--- config.mk ---
export PLATFORM = sky130hd
export DESIGN_NAME = spram_arbiter
export DESIGN_NICKNAME = d
export VERILOG_FILES = /design/src/rtl/spram_arbiter.sv
export SDC_FILE = /design/constraint.sdc
export NUM_CORES = 1
export LEC_CHECK = 0
export BUFFER_PORTS_ARGS = -buffer_cell sky130_fd_sc_hd__buf_2
export CORE_AREA = 2 2 80 82
export CTS_CLUSTER_DIAMETER = 120
export CTS_CLUSTER_SIZE = 20
export DETAILED_ROUTE_END_ITERATION = 8
export DIE_AREA = 0 0 82 84
export PLACE_DENSITY = 0.82
export SLEW_MARGIN = 40
export SYNTH_ARGS = -nofsm -noshare
export SYNTH_HDL_FRONTEND = slang
export SYNTH_SLANG_ARGS = --single-unit
--- constraint.sdc ---
create_clock -name clk -period 4.6 [get_ports clk]
set_input_delay 0.69 -clock clk [delete_from_list [all_inputs] [get_ports clk]]
set_output_delay 0.69 -clock clk [all_outputs]
set_load 0.005 [all_outputs]
--- src/rtl/spram_arbiter.sv ---
// spram_arbiter: clears a single-port latency-1 RAM after reset/flush,
// then round-robin arbitrates two client ports onto it.
module spram_arbiter #(
  parameter int DATA_WIDTH = 32,
  parameter int SIZE = 1024,
  localparam int AW = $clog2(SIZE)
) (
  input  logic                  clk,
  input  logic                  rst,
  input  logic                  flush,
  output logic                  init_done,
  input  logic [1:0]            req,
  input  logic [1:0]            we,
  input  logic [AW-1:0]         addr0,
  input  logic [AW-1:0]         addr1,
  input  logic [DATA_WIDTH-1:0] wdata0,
  input  logic [DATA_WIDTH-1:0] wdata1,
  output logic [1:0]            gnt,
  output logic [1:0]            rvalid,
  output logic [DATA_WIDTH-1:0] rdata,
  output logic                  ram_we,
  output logic [AW-1:0]         ram_addr,
  output logic [DATA_WIDTH-1:0] ram_din,
  input  logic [DATA_WIDTH-1:0] ram_dout
);
  typedef enum logic {INIT, SERVE} state_t;
  localparam logic [AW:0] LAST = (AW+1)'(SIZE - 1);
  state_t r_state, w_next;
  logic [AW:0] r_cnt, w_cnt;
  logic r_lp;
  logic [1:0] r_rvalid, w_gnt;
  logic [AW-1:0] r_addr;
  logic w_init, w_serve;
  // outputs are forced to their reset values while rst is held
  assign w_init = r_state == INIT && !rst;
  assign w_serve = r_state == SERVE && !rst;
  always_comb begin
    w_next = r_state;
    w_cnt = r_cnt;
    w_gnt = 2'b00;
    if (r_state == INIT) begin
      w_cnt = (flush || r_cnt == LAST) ? '0 : r_cnt + 1'b1;
      w_next = (!flush && r_cnt == LAST) ? SERVE : INIT;
    end else if (flush) begin
      w_next = INIT;
      w_cnt = '0;
    end else if (w_serve) begin
      w_gnt[0] = req[0] & (~req[1] | r_lp);
      w_gnt[1] = req[1] & (~req[0] | ~r_lp);
    end
  end
  assign gnt = w_gnt;
  assign init_done = w_serve;
  assign rvalid = r_rvalid;
  assign rdata = ram_dout;
  assign ram_we = w_init | (|(w_gnt & we));
  assign ram_addr = w_init ? r_cnt[AW-1:0] : w_gnt[1] ? addr1 : w_gnt[0] ? addr0 : r_addr;
  assign ram_din = w_gnt[1] ? wdata1 : w_gnt[0] ? wdata0 : '0;
  always_ff @(posedge clk) begin
    if (rst) begin
      r_state <= INIT;
      r_cnt <= '0;
      r_lp <= 1'b1;
      r_rvalid <= 2'b00;
      r_addr <= '0;
    end else begin
      r_state <= w_next;
      r_cnt <= w_cnt;
      r_lp <= (|w_gnt) ? w_gnt[1] : r_lp;
      r_rvalid <= w_gnt & ~we;
      r_addr <= ram_addr;
    end
  end
endmodule

[After elaboration in Yosys (flattened, before gate mapping)]
Index checks and enable logic that the tools add are counted.
Word-level totals
  register bits after elaboration: 25
Cells by class
  add/sub/neg operators: 1
  equality and inequality tests: 2
  bitwise logic cells: 12
  muxes and demuxes: 14
  reduce and logical (&&, ||, !) cells: 8
Operator list (number)
  32-bit 2-to-1 mux: 2
  11-bit 2-to-1 mux: 3
  10-bit 2-to-1 mux: 3
  11-bit by 1-bit adder with 11-bit output, second input constant: 1
  11-bit by 10-bit equality test with 1-bit output, second input constant: 1
  2-bit 2-to-1 mux: 3
  2-bit AND: 2
  1-bit NOT: 4
  2-bit OR reduction: 2
  1-bit logical AND: 3
  1-bit 2-to-1 mux: 3
  1-bit bitwise OR: 3
  1-bit AND: 2
  1-bit zero test: 2
  2-bit != test, second input constant: 1
  2-bit NOT: 1
  1-bit logical OR: 1

[Longest topological paths before layout]
  depth in word-level cells: 9
  mapped depth: 7
  depth with buffers taken out: 5

[Least setup slack after synthesis]
OpenSTA, ideal clock, no wires.
  path type: input to output
  from: input port rst
  to: output port ram_addr[0]
  data arrival time: 1.780 ns
  path buffers: 3
  cell stages on the path: 6
  slack: 2.130 ns
  path through: buf_2 > or3_1 > clkbuf_1 > buf_6 > a211oi_1 > o21ai_1
Between the ends
  word-level cells in the longest chain between the ends: 8
  elaborated cells between the ends (all ways): 9
  those cells by class: 6 x mux; 3 x reduce/logical
Ends and longest elaborated chain
  from (decl): RTL line 9  | input logic rst,
  1-bit zero test (*): RTL line 35, 36
  1-bit logical AND: RTL line 36  | assign w_serve = r_state == SERVE && !rst;
  2-bit 2-to-1 mux: RTL line 47  | end else if (w_serve) begin
  2-bit 2-to-1 mux: RTL line 44  | end else if (flush) begin
  2-bit 2-to-1 mux: RTL line 41  | if (r_state == INIT) begin
  10-bit 2-to-1 mux (2 in a row): RTL line 57  | assign ram_addr = w_init ? r_cnt[AW-1:0] : w_gnt[1] ? addr1 : w_gnt[0] ? addr0 : r_addr;
  10-bit 2-to-1 mux (*): RTL line 57
  to (decl): RTL line 22  | output logic [AW-1:0] ram_addr,
Every way passes the cells marked *; elsewhere a longest branch is shown, timed or not.

[Final worst setup path]
  from: input port rst
  to: output port ram_addr[3]
The elaborated chain is that of the path after synthesis.

==> impl_metrics.json <==
{
  "viasPerCell": 5.622,
  "ant_nets": 0,
  "cts.path.max_buffers": 2,
  "n_antenna_cell": 0,
  "die_x_um": 82,
  "start_util": 0.3292,
  "setup_tns_ns": 0,
  "syn_area_per_cell_um2": 7.749,
  "ys_warn_count": 0,
  "rsz0062_at_grt": "false",
  "fin_crit_ns": 3.540,
  "grt_first_pass_wirelength_mm": 11.47,
  "hold_buffers": 0,
  "async_flop_share": 0,
  "final_util": 0.4156,
  "cts-root-buf": "clkbuf_8",
  "drt_iter0_markers": 155,
  "gp_congestion": 0.8076,
  "drtPass1Iterations": 6,
  "port_buffers": 138,
  "yosysTopAreaCell": "dfxtp_1",
  "cts.sinks": 25,
  "critPathArrivalTime_ns": 2.85,
  "drive_gt1_frac": 0.4233,
  "power_density_nw_per_um2": 163.2,
  "cts_buffers": 3,
  "cts_tree": "yes",
  "final-setup-viol-count": 0,
  "fill_cells": 643,
  "cap_violations": 0,
  "hold_violations": 0,
  "drc_errors": 0,
  "htreeDepth": 1,
  "track_usage": 0.2166,
  "worst_pin_slew_ns": 0.7832,
  "num_rows": 29,
  "synth_edf_count": 0,
  "area_growth_pct": 26.25,
  "synth_cell_types": 39,
  "slew_headroom": 0.4759,
  "cp-start-kind": "primary input",
  "io_pins": 203,
  "maxSlewViolCount": 0,
  "die_area_um2": 6888,
  "synth.top_cells.by_area": "dfxtp_1 25%, a22o_1 14%, buf_4 13%",
  "first_global_vias": 2230,
  "wl_mm": 7.931,
  "gr-total-overflow": 0,
  "wl_per_cell_um": 18.49,
  "total_leakage_power_nw": 1.186,
  "synth-main-ff-cell": "dfxtp_1",
  "finalCritPeriodShare": 0.7696,
  "synthCells": 259,
  "fmax_mhz": 282.5,
  "path_class": "in -> out",
  "yosysMostFrequentCell": "buf_4",
  "synth-seq-cells": 25,
  "grt_max_degree": 55,
  "die_h_um": 84,
  "crit_path_max_fanout": 54,
  "cts-resized-gates": 0,
  "ys_top_cells_by_count": "35 x buf_4, 32 x a22o_1, 25 x dfxtp_1, 21 x nand2_1, 15 x a21oi_1",
  "finalPower_mw": 0.4134,
  "nNetsFinal": 477,
  "syn_area_um2": 2007,
  "irDropWorstVdd_mv": 0.09513,
  "num_vias": 2412,
  "syn_nets": 383,
  "yosysSeqAreaShare": 0.2494,
  "clk_latency_ns": 0.28,
  "clkSlewWorstSetupHoldPaths_ns": 0.08,
  "critPathRequiredTime_ns": 3.91,
  "synth_top_cell_area_share": 0.2494,
  "skew_ns": 0.004602,
  "hpwlAfterDp_mm": 6.271,
  "status": "finished clean",
  "cp-end-kind": "output port",
  "cts_setup_buffers": 0,
  "grt_antenna_before_repair": 0,
  "hold_class": "reg -> reg",
  "core_um2": 6096
}
==> metrics by stage <==
step           std cells  hold WS (ns)  area (um^2)  setup WS (ns)
6_report             429        0.4654         2534          1.060
5_1_grt              429        0.4826         2534         0.8482
3_5_place_dp         425        0.4551         2487          1.054
2_1_floorplan        259        0.4396         2007          2.130
3_3_place_gp         425        0.4470         2487          1.180
4_1_cts              429        0.4672         2532          1.039
==> worst max-delay path: stages <==
cell and delay [ns]:
buf_2 0.42, a21oi_1 0.09, nand2_1 0.11, buf_4 0.21, clkinv_2 0.60, a211oi_1 0.45, o21ai_1 0.12, buf_2 0.14
==> cell families (layout without fill, tap and decap cells) <==
| logic type | after synthesis | count (layout) | share of synthesized area |
|---|---|---|---|
| AO/OA/AOI/OAI | 93 | 93 | 0.3304 |
| XOR/XNOR | 6 | 6 | 0.02618 |
| adder cells (fa/ha/maj) | 1 | 1 | 0.006233 |
| buffers and inverters | 57 | 150 | 0.1771 |
| flip-flops | 25 | 25 | 0.2494 |
| AND/OR/NAND/NOR | 77 | 77 | 0.2107 |
==> power breakdown <==
group	switching [mW]	internal [mW]	total (mW)
Sequential	0.00162	0.218	0.219
Combinational	0.0259	0.0345	0.0604
Clock	0.0715	0.0622	0.134
==> per-layer routing <==
layer / routed length, um / part of all wire / GRT usage / up-vias
met5: 0 / 0 / 0 / -
met4: 113 / 0.014 / 0.05606 / 0
met3: 772 / 0.097 / 0.04004 / 17
met2: 3951 / 0.50 / 0.3806 / 130
met1: 3094 / 0.39 / 0.2651 / 1137
li1: - / - / - / 1128
==> worst paths after layout <==
kind	from	endpoint	slack [ns]	depth (start not counted)
max	rst	ram_addr[3]	1.06	8
min	r_cnt[10]$_SDFFE_PP0P_	r_cnt[10]$_SDFFE_PP0P_	0.47	1
max reg2reg	r_state$_SDFF_PP0_	r_addr[9]$_SDFF_PP0_	2.41	7
min reg2reg	r_cnt[10]$_SDFFE_PP0P_	r_cnt[10]$_SDFFE_PP0P_	0.47	1
==> cell type report <==
type / count / area [um^2] / area share
multi-input combinational: 177 / 1151 / 0.4543
tap: 77 / 96.34 / 0.03802
timing repair buffer: 143 / 728.2 / 0.2874
clock buffer: 4 / 45.04 / 0.01778
sequential: 25 / 500.5 / 0.1975
inverter: 3 / 12.51 / 0.004938
==> flip-flops by register name, indices dropped and copies added, names as in the netlist <==
name and count:
r_state 1, r_lp 1, r_cnt 11, r_addr 10, rvalid 2
==> cell usage in the layout (no fill, tap or decap), types with 2 or more instances in the layout <==
master	instances
nor4b_1	10
nand4_1	2
nor2b_1	4
buf_2	138
nand3_1	13
nand2_1	21
o211ai_1	10
and3b_1	2
a22o_1	32
nand3b_1	3
a21oi_1	15
clkbuf_8	3
a211oi_1	10
o21ai_0	3
buf_4	5
dfxtp_1	25
nor3_1	2
o21ai_1	9
nor2_1	11
xor2_1	4
xnor2_1	2
o22ai_1	10
or3_1	3
(Power assumes the default switching activity.)
